**config.mk**
```make
export PLATFORM = sky130hd
export DESIGN_NAME = video_timing_gen_flat
export DESIGN_NICKNAME = d
export VERILOG_FILES = /design/src/rtl/video_timing_pkg.sv /design/src/rtl/video_timing_gen_if.sv /design/src/rtl/video_axis_counter.sv /design/src/rtl/video_timing_gen.sv /design/src/flat_wrapper.sv
export SDC_FILE = /design/constraint.sdc
export NUM_CORES = 1
export LEC_CHECK = 0
export ABC_CLOCK_PERIOD_IN_PS = 6700
export CORE_ASPECT_RATIO = 1.75
export CORE_MARGIN = 2
export CORE_UTILIZATION = 35
export CTS_CLUSTER_SIZE = 25
export DETAILED_ROUTE_END_ITERATION = 7
export GPL_TIMING_DRIVEN = 0
export HOLD_SLACK_MARGIN = 0.08
export SLEW_MARGIN = 0
export SYNTH_ARGS = -nofsm -noshare
export SYNTH_HDL_FRONTEND = slang
export SYNTH_HIERARCHICAL = 1
export SYNTH_SLANG_ARGS = --single-unit
export TNS_END_PERCENT = 1
```
**constraint.sdc**
```tcl
create_clock -name vga_clk -period 6.7 [get_ports vga_clk]
set_input_delay 1.34 -clock vga_clk [delete_from_list [all_inputs] [get_ports vga_clk]]
set_output_delay 1.34 -clock vga_clk [all_outputs]
set_load 0.02 [all_outputs]
```
**src/rtl/video_timing_pkg.sv**
```systemverilog
// Shared types, mode constants and helpers for the parametrised video timing generator.
package video_timing_pkg;

  typedef enum logic [1:0] {
    ST_IDLE  = 2'd0,
    ST_RUN   = 2'd1,
    ST_DRAIN = 2'd2
  } vtg_state_t;

  typedef struct packed {
    int sync;
    int back;
    int active;
    int front;
    int pol;
  } axis_mode_t;

  localparam axis_mode_t VGA_640x480_60_H  = '{sync: 96,  back: 48, active: 640, front: 16, pol: 0};
  localparam axis_mode_t VGA_640x480_60_V  = '{sync: 2,   back: 33, active: 480, front: 10, pol: 0};
  localparam axis_mode_t SVGA_800x600_60_H = '{sync: 128, back: 88, active: 800, front: 40, pol: 1};
  localparam axis_mode_t SVGA_800x600_60_V = '{sync: 4,   back: 23, active: 600, front: 1,  pol: 1};

  function automatic int tot(input int sync, input int back, input int act, input int front);
    return sync + back + act + front;
  endfunction

endpackage

```
**src/rtl/video_timing_gen_if.sv**
```systemverilog
// Bundle between the timing generator and the frame-buffer reader / DAC path.
interface video_timing_gen_if #(
  parameter int COL_W = 10,
  parameter int ROW_W = 9
);
  import video_timing_pkg::*;

  // pix_ce qualifies every advance of the generator; run is a level request that is
  // sampled on every clock, and running reports whether frames are being produced.
  logic             pix_ce;
  logic             run;
  logic             running;
  logic             HS;
  logic             VS;
  logic             blank_n;
  logic [COL_W-1:0] col;
  logic [ROW_W-1:0] row;
  logic             line_start;
  logic             frame_start;
  logic             vblank_start;
  vtg_state_t       state;

  modport master (
    input  pix_ce, run,
    output running, HS, VS, blank_n, col, row, line_start, frame_start, vblank_start, state
  );

  modport slave (
    output pix_ce, run,
    input  running, HS, VS, blank_n, col, row, line_start, frame_start, vblank_start, state
  );

endinterface

```
**src/rtl/video_axis_counter.sv**
```systemverilog
// Wrapping position counter for one timing axis; tc_o flags the last position.
module video_axis_counter #(
  parameter int TOTAL = 800,
  parameter int W     = 10
) (
  input  logic         clk_i,
  input  logic         rst_ni,
  input  logic         inc_i,
  input  logic         clr_i,
  output logic [W-1:0] cnt_o,
  output logic         tc_o
);

  localparam logic [W-1:0] LAST = W'(TOTAL - 1);

  logic [W-1:0] cnt_q, cnt_d;

  assign tc_o  = (cnt_q == LAST);
  assign cnt_o = cnt_q;

  always_comb begin
    cnt_d = cnt_q;
    if (clr_i) begin
      cnt_d = '0;
    end else if (inc_i) begin
      cnt_d = tc_o ? '0 : cnt_q + 1'b1;
    end
  end

  always_ff @(negedge clk_i or negedge rst_ni) begin
    if (!rst_ni) begin
      cnt_q <= '0;
    end else begin
      cnt_q <= cnt_d;
    end
  end

endmodule

```
**src/rtl/video_timing_gen.sv**
```systemverilog
// Mode-parametrised sync/blank/position generator with run/drain control that stops on a
// frame boundary. All state changes on the falling edge of vga_clk to give the DAC setup margin.
module video_timing_gen
  import video_timing_pkg::*;
#(
  parameter int H_SYNC   = VGA_640x480_60_H.sync,
  parameter int H_BACK   = VGA_640x480_60_H.back,
  parameter int H_ACTIVE = VGA_640x480_60_H.active,
  parameter int H_FRONT  = VGA_640x480_60_H.front,
  parameter int V_SYNC   = VGA_640x480_60_V.sync,
  parameter int V_BACK   = VGA_640x480_60_V.back,
  parameter int V_ACTIVE = VGA_640x480_60_V.active,
  parameter int V_FRONT  = VGA_640x480_60_V.front,
  parameter int H_POL    = VGA_640x480_60_H.pol,
  parameter int V_POL    = VGA_640x480_60_V.pol,
  parameter int COL_W    = 10,
  parameter int ROW_W    = 9
) (
  input logic                vga_clk,
  input logic                reset_n,
  video_timing_gen_if.master vid
);

  localparam int H_TOTAL = tot(H_SYNC, H_BACK, H_ACTIVE, H_FRONT);
  localparam int V_TOTAL = tot(V_SYNC, V_BACK, V_ACTIVE, V_FRONT);
  // One spare count of headroom so the active-end bound is representable for any mode.
  localparam int HW = $clog2(H_TOTAL + 1);
  localparam int VW = $clog2(V_TOTAL + 1);

  localparam logic [HW-1:0] H_SYNC_END = HW'(H_SYNC);
  localparam logic [HW-1:0] H_ACT_BEG  = HW'(H_SYNC + H_BACK);
  localparam logic [HW-1:0] H_ACT_END  = HW'(H_SYNC + H_BACK + H_ACTIVE);
  localparam logic [VW-1:0] V_SYNC_END = VW'(V_SYNC);
  localparam logic [VW-1:0] V_ACT_BEG  = VW'(V_SYNC + V_BACK);
  localparam logic [VW-1:0] V_ACT_END  = VW'(V_SYNC + V_BACK + V_ACTIVE);

  localparam logic HS_ON = (H_POL != 0);
  localparam logic VS_ON = (V_POL != 0);

  vtg_state_t state_q, state_d;

  logic [HW-1:0] h_cnt;
  logic [VW-1:0] v_cnt;
  logic          h_tc, v_tc;
  logic          count_en, frame_end, drain_exit;

  logic             hs_q, hs_d;
  logic             vs_q, vs_d;
  logic             blank_q, blank_d;
  logic [COL_W-1:0] col_q, col_d;
  logic [ROW_W-1:0] row_q, row_d;
  logic             ls_q, ls_d;
  logic             fs_q, fs_d;
  logic             vb_q, vb_d;
  logic             h_vis, v_vis;

  assign count_en   = vid.pix_ce && (state_q != ST_IDLE);
  assign frame_end  = vid.pix_ce && h_tc && v_tc;
  assign drain_exit = (state_q == ST_DRAIN) && !vid.run && frame_end;

  video_axis_counter #(.TOTAL(H_TOTAL), .W(HW)) u_h_cnt (
    .clk_i  (vga_clk),
    .rst_ni (reset_n),
    .inc_i  (count_en),
    .clr_i  (drain_exit),
    .cnt_o  (h_cnt),
    .tc_o   (h_tc)
  );

  video_axis_counter #(.TOTAL(V_TOTAL), .W(VW)) u_v_cnt (
    .clk_i  (vga_clk),
    .rst_ni (reset_n),
    .inc_i  (count_en && h_tc),
    .clr_i  (drain_exit),
    .cnt_o  (v_cnt),
    .tc_o   (v_tc)
  );

  // run is honoured on any clock; only the drain exit needs a pix_ce at the last pixel.
  always_comb begin
    state_d = state_q;
    unique case (state_q)
      ST_IDLE:  if (vid.run) state_d = ST_RUN;
      ST_RUN:   if (!vid.run) state_d = ST_DRAIN;
      ST_DRAIN: begin
        if (vid.run) begin
          state_d = ST_RUN;
        end else if (drain_exit) begin
          state_d = ST_IDLE;
        end
      end
      default:  state_d = ST_IDLE;
    endcase
  end

  always_ff @(negedge vga_clk or negedge reset_n) begin
    if (!reset_n) begin
      state_q <= ST_IDLE;
    end else begin
      state_q <= state_d;
    end
  end

  assign h_vis = (h_cnt >= H_ACT_BEG) && (h_cnt < H_ACT_END);
  assign v_vis = (v_cnt >= V_ACT_BEG) && (v_cnt < V_ACT_END);

  // Outputs hold between pix_ce cycles; strobes are forced low on every non-advancing clock.
  always_comb begin
    hs_d    = hs_q;
    vs_d    = vs_q;
    blank_d = blank_q;
    col_d   = col_q;
    row_d   = row_q;
    ls_d    = 1'b0;
    fs_d    = 1'b0;
    vb_d    = 1'b0;
    if (drain_exit) begin
      hs_d    = ~HS_ON;
      vs_d    = ~VS_ON;
      blank_d = 1'b0;
      col_d   = '0;
      row_d   = '0;
    end else if (count_en) begin
      hs_d    = (h_cnt < H_SYNC_END) ? HS_ON : ~HS_ON;
      vs_d    = (v_cnt < V_SYNC_END) ? VS_ON : ~VS_ON;
      blank_d = h_vis && v_vis;
      col_d   = h_vis ? COL_W'(h_cnt - H_ACT_BEG) : '0;
      row_d   = v_vis ? ROW_W'(v_cnt - V_ACT_BEG) : '0;
      ls_d    = (h_cnt == '0);
      fs_d    = (h_cnt == '0) && (v_cnt == '0);
      vb_d    = (h_cnt == '0) && (v_cnt == V_ACT_END);
    end
  end

  always_ff @(negedge vga_clk or negedge reset_n) begin
    if (!reset_n) begin
      hs_q    <= ~HS_ON;
      vs_q    <= ~VS_ON;
      blank_q <= 1'b0;
      col_q   <= '0;
      row_q   <= '0;
      ls_q    <= 1'b0;
      fs_q    <= 1'b0;
      vb_q    <= 1'b0;
    end else begin
      hs_q    <= hs_d;
      vs_q    <= vs_d;
      blank_q <= blank_d;
      col_q   <= col_d;
      row_q   <= row_d;
      ls_q    <= ls_d;
      fs_q    <= fs_d;
      vb_q    <= vb_d;
    end
  end

  assign vid.running      = (state_q != ST_IDLE);
  assign vid.HS           = hs_q;
  assign vid.VS           = vs_q;
  assign vid.blank_n      = blank_q;
  assign vid.col          = col_q;
  assign vid.row          = row_q;
  assign vid.line_start   = ls_q;
  assign vid.frame_start  = fs_q;
  assign vid.vblank_start = vb_q;
  assign vid.state        = state_q;

endmodule

```
**src/flat_wrapper.sv**
```systemverilog
// flat-port wrapper written by rule: the top's interface ports become plain ports
module video_timing_gen_flat import video_timing_pkg::*;
#(
  parameter int H_SYNC   = VGA_640x480_60_H.sync,
  parameter int H_BACK   = VGA_640x480_60_H.back,
  parameter int H_ACTIVE = VGA_640x480_60_H.active,
  parameter int H_FRONT  = VGA_640x480_60_H.front,
  parameter int V_SYNC   = VGA_640x480_60_V.sync,
  parameter int V_BACK   = VGA_640x480_60_V.back,
  parameter int V_ACTIVE = VGA_640x480_60_V.active,
  parameter int V_FRONT  = VGA_640x480_60_V.front,
  parameter int H_POL    = VGA_640x480_60_H.pol,
  parameter int V_POL    = VGA_640x480_60_V.pol,
  parameter int COL_W    = 10,
  parameter int ROW_W    = 9
)
  (vga_clk, reset_n, vid_pix_ce, vid_run, vid_running, vid_HS, vid_VS, vid_blank_n, vid_col, vid_row, vid_line_start, vid_frame_start, vid_vblank_start, vid_state);
  video_timing_gen_if #(.COL_W(COL_W), .ROW_W(ROW_W)) vid_i ();
  input logic vga_clk;
  input logic reset_n;
  input wire logic [$bits(vid_i.pix_ce)-1:0] vid_pix_ce;
  input wire logic [$bits(vid_i.run)-1:0] vid_run;
  output wire logic [$bits(vid_i.running)-1:0] vid_running;
  output wire logic [$bits(vid_i.HS)-1:0] vid_HS;
  output wire logic [$bits(vid_i.VS)-1:0] vid_VS;
  output wire logic [$bits(vid_i.blank_n)-1:0] vid_blank_n;
  output wire logic [$bits(vid_i.col)-1:0] vid_col;
  output wire logic [$bits(vid_i.row)-1:0] vid_row;
  output wire logic [$bits(vid_i.line_start)-1:0] vid_line_start;
  output wire logic [$bits(vid_i.frame_start)-1:0] vid_frame_start;
  output wire logic [$bits(vid_i.vblank_start)-1:0] vid_vblank_start;
  output wire logic [$bits(vid_i.state)-1:0] vid_state;
  assign vid_i.pix_ce = vid_pix_ce;
  assign vid_i.run = vid_run;
  assign vid_running = vid_i.running;
  assign vid_HS = vid_i.HS;
  assign vid_VS = vid_i.VS;
  assign vid_blank_n = vid_i.blank_n;
  assign vid_col = vid_i.col;
  assign vid_row = vid_i.row;
  assign vid_line_start = vid_i.line_start;
  assign vid_frame_start = vid_i.frame_start;
  assign vid_vblank_start = vid_i.vblank_start;
  assign vid_state = vid_i.state;
  video_timing_gen #(.H_SYNC(H_SYNC), .H_BACK(H_BACK), .H_ACTIVE(H_ACTIVE), .H_FRONT(H_FRONT), .V_SYNC(V_SYNC), .V_BACK(V_BACK), .V_ACTIVE(V_ACTIVE), .V_FRONT(V_FRONT), .H_POL(H_POL), .V_POL(V_POL), .COL_W(COL_W), .ROW_W(ROW_W)) u_core (.vga_clk(vga_clk), .reset_n(reset_n), .vid(vid_i));
endmodule
```
# Word level (Yosys, flattened, before mapping)
# Cells that the tools add are included.
[totals]
regBits = 47
input_bits = 4
output_inout_bits = 28
wordCells = 79
[op_classes]
addsub = 4
magnitude_cmp = 6
eq_ne = 8
mux = 31
n_reduce_logical = 19
[ops]
columns = ["op", "count"]
rows = [
  ["$mux 10", 9],
  ["$eq 10x10->1 const B", 3],
  ["$mux 9", 3],
  ["$add 10x1->10 const B", 2],
  ["$logic_not 10->1", 2],
  ["$lt 10x10->1 const B", 2],
  ["$mux 1", 14],
  ["$logic_and 1x1->1", 11],
  ["$ge 10x6->1 const B", 1],
  ["$ge 10x8->1 const B", 1],
  ["$lt 10x2->1 const B", 1],
  ["$lt 10x7->1 const B", 1],
  ["$sub 10x8->10 const B", 1],
  ["$sub 9x6->9 const B", 1],
  ["$mux 2", 4],
  ["$pmux 2 s3", 1],
  ["$reduce_bool 2->1", 3],
  ["$ne 2x2->1 const B", 2],
  ["$ne 3x2->1 const B", 1],
  ["$reduce_and 3->1", 1],
  ["$eq 2x1->1 const B", 1],
  ["$eq 2x2->1 const B", 1],
  ["$logic_not 2->1", 1],
  ["$logic_not 1->1", 1],
]

# Depth between registers and ports, before layout
# Gate-level depths: netlist (run 1).
[logic_depth]
ltp_word = 7
mapped_depth = 11
depth_no_buf = 11

# By module
# Netlist (run 1), hierarchy kept.
[by_module_without_submodules]
columns = ["module", "n_inst", "cells_each", "area_each_um2", "seq_area_each_um2"]
rows = [
  ["video_timing_gen", 1, 147, 1502.7, 678.2],
  ["video_axis_counter at u_core.u_h_cnt", 1, 59, 594.3, 250.2],
  ["video_axis_counter at u_core.u_v_cnt", 1, 56, 571.8, 250.2],
]

==> metrics, run 1 <==
Crit path buffers/inverters 3; RSZ-0062 raised after global routing false; GRT Util Overall 16.4%; Hold Path Class reg -> reg; Initial Util 35.8%; synthesized area per cell 10.2 µm²; Clock transition at path regs 50 ps; YS warnings 6; critical path arrival 3540 ps; Fill cells 719; Num CTS Buffers 5; Worst Reg-to-Reg Cells 10; async set-reset flop share out of synthesis 100%; Core Area 7460 µm²; Clk Latency, worst-skew pair 360 ps; DR pass1 iterations 4; critical path fanouts, max 10; startpoint type of the worst setup path primary input; Site Rows 42; I/O pins 32; Final Util 44.0%; Post-Syn Area 2670 µm²; Die Y 120 µm; most frequent cells in the layout dfrtn_1, nand2_1, clkdlybuf4s50_1; hold depth 2; Post-synth top flop dfrtn_1; Final Hold Fails 0; area leader, netlist dfrtn_1; largest cells by area after synthesis dfrtn_1, nand2_1, xnor2_1; endpoint class of the critical path flop; met1 Usage GRT 16.2%; Setup Skew 50.1 ps; via count 2087; initial antenna violation count 0; critical path class in -> reg; drt initial violations 119; Total Routed Length 6220 µm; number of global-route vias before repair 2166; worst slew pin tran 1110 ps; #FFs+latches synth 47; I/O Buffers 31; met2 Use GR 31.3%; Synth top area share 42.2%; pre-CTS WS -339 ps; CP Data Required Time 3680 ps; die area 8370 µm²; vias per cell 5.34; power density over the cells 254 nW/µm²; proportion of layout cells with a drive suffix above 1 14.9%; static leakage 1.45 nW; hold endpoint u_core/vid.blank_n; final setup vio count 0; Seq/Total Area, Yosys 44.2%; clock buffer depth 2; FF-to-FF Start u_core/u_h_cnt/cnt_o[0]; Hold Path Origin u_core/vid.blank_n; CTS H-tree depth 2; Worst VDD drop 0.102 mV; clk sink count 47; setup_tns 0 ps; crit path cell chain clkdlybuf4s50_1 > or4_4 > inv_2 > buf_4 > o21ai_1 > or4_1 > a21oi_1; clock root buffer clkbuf_16; Critical-path top delay cell or4_4; R2R Path End u_core/u_h_cnt/cnt_o[8]; first-pass GRT wire length 10700 µm; CTS tree done; CP max stage delay 590 ps; Worst slew margin 25.0%; GRT busiest layer met2; Crit path max-delay family simple AND/OR/NAND/NOR gates; Final Net Count 314; worst reg2reg setup slack 3440 ps; total gr overflow 0; synthesized instance count 262; post-detailed-route count of antenna-violating nets 0; Avg WL per Cell 15.9 µm; max cap viols 0; HPWL Detailed 4850 µm; largest net degree at the start of global routing 32; synthesis-to-finish area growth 23.1%; met3 Resource Use GR 3.19%; most common cell after layout, fill and taps aside dfrtn_1; run status finished clean; Final GP Congestion 0.812; Slew Viols, Final 0; syn nets 274; Die Wd 70.0 µm; DRC viols 0; WHS 430 ps; diode count 0; EDFF count, synth 0; setup slack after layout 141 ps; Synth cell types 60
==> flip-flops by register name, summed over array words and instances (netlist names) <==
signal	cells
u_core/vid.HS	1
u_core/u_h_cnt/cnt_o	10
u_core/vid.frame_start	1
u_core/vid.blank_n	1
u_core/vid.col	10
u_core/vid.vblank_start	1
u_core/vid.state	2
u_core/vid.VS	1
u_core/u_v_cnt/cnt_o	10
u_core/vid.row	9
u_core/vid.line_start	1
==> worst max path at each step <==
stage | start | end | slack, ps | depth (start not counted)
after floorplan | vid_run | u_core/u_h_cnt/cnt_o[8] | 350 | 6
after global placement | reset_n | u_core/vid.state[0] | -330 | 1
after detailed placement | vid_run | u_core/u_h_cnt/cnt_o[8] | -340 | 7
after CTS | vid_run | u_core/u_h_cnt/cnt_o[8] | 50 | 7
after global routing | vid_run | u_core/u_h_cnt/cnt_o[8] | 10 | 7
final | vid_run | u_core/u_h_cnt/cnt_o[8] | 140 | 7
==> Yosys cell counts (2+ instances only) <==
library cell   n
o31ai_2        9
o21ai_0        2
dfstp_2        2
or3_1          3
buf_4          2
o21ai_1        9
xnor2_1       13
and4_1         2
nor2_1        17
o211a_1        2
inv_1         21
nor4_1         2
dfrtn_1       45
nand4_4        2
nand4_1        3
ha_1           8
xor2_1         8
a21oi_1        9
or4_1          3
o31ai_1        8
nand2b_1       5
o32a_1         2
o311ai_0       2
nand2_1       35
clkbuf_1       2
nor3_1         9
nand3_1        4
==> what timing repair did <==
| action | 4_1_cts | 5_1_grt |
|---|---|---|
| gates resized for setup | 1 | 1 |
| hold buffers | 0 | 0 |
| buffers inserted | 0 | 0 |
| endpoints found under the setup margin | 1 | 1 |
==> where the power goes <==
group          switching, mW  internal, mW
sequential            0.0496         0.322
combinational         0.0945        0.0811
clock                  0.115         0.174
==> final cells by class <==
| type | count | area (µm²) | share of cell area, % |
|---|---|---|---|
| sequential | 47 | 1180 | 35.9 |
| clock inverter | 3 | 16.3 | 0.495 |
| buffer | 6 | 38.8 | 1.18 |
| clock buffer | 7 | 164 | 4.99 |
| tap | 88 | 110 | 3.35 |
| multi-input combinational | 187 | 1370 | 41.8 |
| inverter | 21 | 78.8 | 2.40 |
| timing repair buffer | 32 | 325 | 9.90 |
==> per-layer routing <==
layer / up-vias / part of all wire, %
met3: 14 / 2.4
met2: 38 / 58
met4: 0 / 3.1
met1: 1017 / 36
met5: - / 0
li1: 1018 / -
==> tightest hold or removal path, cell delays in order, from the launching register on <==
cell	delay (ps)
dfrtn_1	410
nand2_1	50
o31ai_1	60
==> kinds of logic (layout without fill, tap and decap cells) <==
logic type | Yosys count | after routing | synth area share (%)
AO/OA/AOI/OAI | 60 | 60 | 19.6
XOR/XNOR | 21 | 21 | 6.89
adder cells (fa/ha/maj) | 8 | 8 | 3.75
buffers and inverters | 28 | 69 | 4.55
flip-flops | 47 | 47 | 44.2
multiplexers | 1 | 1 | 0.422
AND/OR/NAND/NOR | 97 | 97 | 20.6
==> through the flow <==
stage / total power, mW / instance area, µm² / instances
global placement: 0.551 / 3090 / 381
CTS: 0.846 / 3280 / 391
global route: 0.874 / 3280 / 391
floorplan: 0.473 / 2670 / 262
finish: 0.836 / 3280 / 391
detailed placement: 0.557 / 3100 / 382
Note: power is estimated with default switching activity, not from simulation.
==> inputs of run 2 (changes only) <==
--- a/config.mk
+++ b/config.mk
@@ -5,8 +5,7 @@
 export SDC_FILE = /design/constraint.sdc
 export NUM_CORES = 1
 export LEC_CHECK = 0
-export ABC_CLOCK_PERIOD_IN_PS = 6700
-export CORE_ASPECT_RATIO = 1.75
+export ABC_CLOCK_PERIOD_IN_PS = 6900
 export CORE_MARGIN = 2
 export CORE_UTILIZATION = 35
 export CTS_CLUSTER_SIZE = 25
==> constraint.sdc (replaced) <==
create_clock -name vga_clk -period 6.9 [get_ports vga_clk]
set_input_delay 1.38 -clock vga_clk [delete_from_list [all_inputs] [get_ports vga_clk]]
set_output_delay 1.38 -clock vga_clk [all_outputs]
set_load 0.02 [all_outputs]
==> run 2 against run 1 <==
  * Via count is 1.1% lower
  * Clock skew increased by 12 ps
  * Register-to-register slack improved by 170 ps
  * Combinational power down 5%
  * Critical path type unchanged
  * Critical endpoint unchanged
  * Largest power group unchanged
==> metrics, run 2 (synthesis results as in run 1) <==
final instance area 3240 µm²; Initial Util 36.4%; Setup Skew 62.0 ps; Final Net Count 314; largest net degree at the start of global routing 29; RSZ-0062 raised after global routing false; Area after DPL 3120 µm²; Setup Buffers After CTS 0; Avg WL per Cell 14.0 µm; Final Power 741 µW; drt initial violations 104; Worst VDD drop 0.0825 mV; vias per cell 5.14; Site Rows 31; I/O pins 32; initial antenna violation count 0; DR pass1 iterations 4; total gr overflow 0; CTS H-tree depth 2; startpoint type of the worst setup path primary input; DRC viols 0; critical path fanouts, max 10; Worst slew margin 46.9%; final setup vio count 0; clock root buffer clkbuf_8; power density over the cells 229 nW/µm²; endpoint class of the critical path flop; Inst Count DP 393; proportion of layout cells with a drive suffix above 1 14.9%; Post-Layout Cell Count 402; met1 Usage GRT 21.1%; static leakage 1.42 nW; Die Y 91.3 µm; max cap viols 0; critical path arrival 3650 ps; critical path class in -> reg; GRT busiest layer met1; synthesis-to-finish area growth 21.5%; Final Hold Fails 0; Final GP Congestion 0.764; pre-CTS WS -277 ps; Core Area 7330 µm²; setup slack after layout 126 ps; worst slew pin tran 790 ps; I/O Buffers 31; GRT Util Overall 14.1%; met2 Use GR 21.0%; setup_tns 0 ps; met3 Resource Use GR 2.07%; Total Routed Length 5640 µm; Num CTS Buffers 5; CP Data Required Time 3770 ps; diode count 0; post-detailed-route count of antenna-violating nets 0; clk sink count 47; via count 2065; most frequent cells in the layout dfrtn_1, nand2_1, clkdlybuf4s50_1; Slew Viols, Final 0; CTS tree done; Clock transition at path regs 60 ps; HPWL Detailed 4030 µm; most common cell after layout, fill and taps aside dfrtn_1; number of global-route vias before repair 1910; Clk Latency, worst-skew pair 360 ps; Hold Path Class reg -> reg; run status finished clean; Die Wd 91.3 µm; Final Util 44.2%; die area 8340 µm²; first-pass GRT wire length 9620 µm; clock buffer depth 2; WHS 426 ps
-- run 2: cell types whose count changed in the layout (fill, tap and decap cells not counted) --
cell / before / now
clkbuf_8: 1 / 5
bufinv_16: 0 / 1
clkinv_4: 1 / 2
clkbuf_16: 6 / 0
-- run 2: final cells by class --
type,count,area (µm²)
fill,696,4090
sequential,47,1180
multi-input combinational,187,1370
timing repair buffer,32,325
clock buffer,5,68.8
inverter,21,78.8
clock inverter,5,55.1
buffer,6,38.8
tap,99,124
-- run 2: power by group --
group          internal [mW]  switching (mW)  total (mW)  leakage [nW]
sequential             0.312          0.0435       0.356         0.613
clock                  0.111           0.107       0.218        0.0690
combinational         0.0784          0.0893       0.168         0.742
total                  0.501           0.240       0.741          1.42
-- run 2: per-layer routing --
metal	part of all wire, %	up-vias
met5	0	-
met2	45	42
met1	50	1001
li1	-	1017
met3	3.0	5
met4	1.5	0
-- run 2: worst paths after layout --
check / start / endpoint / slack (ps) / cells past startpoint
worst min register to register: u_core/vid.col[7] / u_core/vid.col[7] / 430 / 2
worst max-delay path: vid_run / u_core/u_h_cnt/cnt_o[8] / 130 / 7
min in group asynchronous: reset_n / u_core/vid.state[0] / 4360 / 1
max in group asynchronous: reset_n / u_core/vid.VS / 1880 / 2
worst max register to register: u_core/u_h_cnt/cnt_o[0] / u_core/u_h_cnt/cnt_o[8] / 3610 / 10
worst min-delay path: u_core/vid.col[7] / u_core/vid.col[7] / 430 / 2
-- run 2: what timing repair did --
action / in CTS / in global routing
resized for setup: 1 / 1
hold buffers: 0 / 0
endpoints found under the setup margin: 1 / 1
-- run 2: worst max-delay path: stages --
cell and delay (ps):
clkdlybuf4s50_1 460, or4_4 580, inv_2 140, buf_4 190, o21ai_1 170, or4_1 550, a21oi_1 170
==> inputs of run 3 (changes only) <==
--- a/config.mk
+++ b/config.mk
@@ -7,11 +7,12 @@
 export LEC_CHECK = 0
 export ABC_CLOCK_PERIOD_IN_PS = 6900
 export CORE_MARGIN = 2
-export CORE_UTILIZATION = 35
+export CORE_UTILIZATION = 49
 export CTS_CLUSTER_SIZE = 25
 export DETAILED_ROUTE_END_ITERATION = 7
 export GPL_TIMING_DRIVEN = 0
 export HOLD_SLACK_MARGIN = 0.08
+export PLACE_DENSITY = 0.71
 export SLEW_MARGIN = 0
 export SYNTH_ARGS = -nofsm -noshare
 export SYNTH_HDL_FRONTEND = slang
==> run 3 against run 2 <==
  * Register-to-register slack improved by 120 ps
  * Largest cell class unchanged
  * Final cell count decreased by 7.2%
  * Via count shrank 1.2%
  * Critical path type unchanged
  * Largest power group unchanged
  * Wire length fell by 5.1%
  * Clock power fell by 19%
  * Clock skew down 6.0 ps
  * Highest routed layer unchanged
  * Sequential share of layout area grew 0.70 points
  * Die area down 27%
  * Non-clock buffer count did not move
  * Sequential power barely moved
  * Power down 5.5%
  * Worst hold slack is essentially flat
==> metrics, run 3 (synthesis results as in run 1) <==
proportion of layout cells with a drive suffix above 1 14.5%; Slew Viols, Final 0; met2 Use GR 28.6%; drt initial violations 90; largest net degree at the start of global routing 32; Final Hold Fails 0; Worst Reg-to-Reg Cells 10; Setup Skew 56.0 ps; hold depth 2; die area 6050 µm²; Final GP Congestion 0.824; startpoint type of the worst setup path primary input; vias per cell 5.47; CTS H-tree depth 2; number of global-route vias before repair 1920; CP Data Required Time 3780 ps; Worst slew margin 43.1%; Num CTS Buffers 5; Avg WL per Cell 14.4 µm; Total Routed Length 5350 µm; Site Rows 26; critical path fanouts, max 10; Hold Path Class reg -> reg; via count 2040; Critical-path top delay cell or4_4; met1 Usage GRT 27.2%; HPWL Detailed 3780 µm; Core Area 5170 µm²; I/O pins 32; initial antenna violation count 0; hold endpoint u_core/vid.col[2]; CTS tree done; clock buffer depth 2; FF-to-FF Start u_core/u_h_cnt/cnt_o[0]; power density over the cells 220 nW/µm²; DR pass1 iterations 4; worst reg2reg setup slack 3730 ps; CP max stage delay 580 ps; Hold Path Origin u_core/vid.col[2]; Initial Util 51.6%; DRC viols 0; Clock transition at path regs 60 ps; critical path class in -> reg; most common cell after layout, fill and taps aside dfrtn_1; GRT Util Overall 19.1%; total gr overflow 0; Die Wd 77.8 µm; worst slew pin tran 846 ps; Area after DPL 3080 µm²; endpoint class of the critical path flop; crit path cell chain clkdlybuf4s50_1 > or4_4 > inv_2 > buf_4 > o21ai_1 > or4_1 > a21oi_1; met3 Resource Use GR 3.60%; static leakage 1.41 nW; max cap viols 0; final setup vio count 0; Fill cells 432; GRT busiest layer met2; most frequent cells in the layout dfrtn_1, nand2_1, clkdlybuf4s50_1; critical path arrival 3590 ps; clock root buffer clkbuf_8; post-detailed-route count of antenna-violating nets 0; first-pass GRT wire length 9210 µm; R2R Path End u_core/u_h_cnt/cnt_o[8]; Die Y 77.8 µm; Final Power 700 µW; Worst VDD drop 0.124 mV; diode count 0; final instance area 3180 µm²; run status finished clean; RSZ-0062 raised after global routing false; synthesis-to-finish area growth 19.2%; Clk Latency, worst-skew pair 360 ps; I/O Buffers 31; Final Net Count 314; clk sink count 47
-- run 3: cell count changes in the layout (fill, tap and decap cells not counted) --
cell / previous run / this run
clkbuf_1: 2 / 3
clkinv_4: 2 / 0
clkinv_2: 0 / 1
bufinv_16: 1 / 0
clkbuf_8: 5 / 6
-- run 3: per-layer routing --
metal	wire [µm]	share of wire [%]
met5	0	0
met4	80	1.5
met3	173	3.2
met2	2400	45
met1	2690	50
-- run 3: worst max-delay path by stage --
stage | startpoint | depth (start not counted) | endpoint | slack (ps)
2_1_floorplan | vid_run | 6 | u_core/u_h_cnt/cnt_o[8] | 410
3_3_place_gp | vid_run | 7 | u_core/u_h_cnt/cnt_o[8] | -230
3_5_place_dp | vid_run | 7 | u_core/u_h_cnt/cnt_o[8] | -260
4_1_cts | vid_run | 7 | u_core/u_h_cnt/cnt_o[8] | 70
5_1_grt | vid_run | 7 | u_core/u_h_cnt/cnt_o[8] | 60
6_report | vid_run | 7 | u_core/u_h_cnt/cnt_o[8] | 190
-- run 3: layout make-up --
class                   count  area (µm²)  area share, %
multi-input cells         187        1370           43.2
well taps                  70        87.6           2.75
clock inverters             3        12.5          0.393
flip-flops and latches     47        1180           37.1
inverters                  21        78.8           2.48
clock buffers               7        86.3           2.71
repair buffers             32         325           10.2
plain buffers               6        38.8           1.22
-- run 3: where the power goes --
| part | switching, mW | internal, mW | leakage, nW |
|---|---|---|---|
| logic | 0.0894 | 0.0786 | 0.742 |
| registers | 0.0441 | 0.312 | 0.613 |
| clock network | 0.0935 | 0.0825 | 0.0589 |
| total | 0.227 | 0.473 | 1.41 |
-- run 3: what timing repair did --
| item | in CTS | in global routing |
|---|---|---|
| setup buffers | 0 | 0 |
| hold buffers | 0 | 0 |
| gates resized for setup | 0 | 2 |
| setup endpoints to repair | 0 | 1 |
| hold endpoints to repair | 0 | 0 |
-- run 3: metrics by stage --
| step | setup TNS (ps) | utilization, % | cells | worst slack (ps) | hold WS (ps) |
|---|---|---|---|---|---|
| after CTS | 0 | 61.4 | 373 | 66.4 | 430 |
| after detailed placement | -600 | 59.6 | 364 | -261 | 433 |
| after global routing | 0 | 61.5 | 373 | 59.9 | 445 |
| after floorplan | 0 | - | 262 | 415 | 474 |
| final | 0 | 61.5 | 373 | 193 | 426 |
| after global placement | -8520 | 59.3 | 363 | -225 | 426 |
-- run 3: worst max-delay path: cells and delay by family --
kind / cells / cell delay [ps]
and+or+nand+nor: 2 / 1100
buffers and inverters: 3 / 790
AOI/OAI and AO/OA: 2 / 310
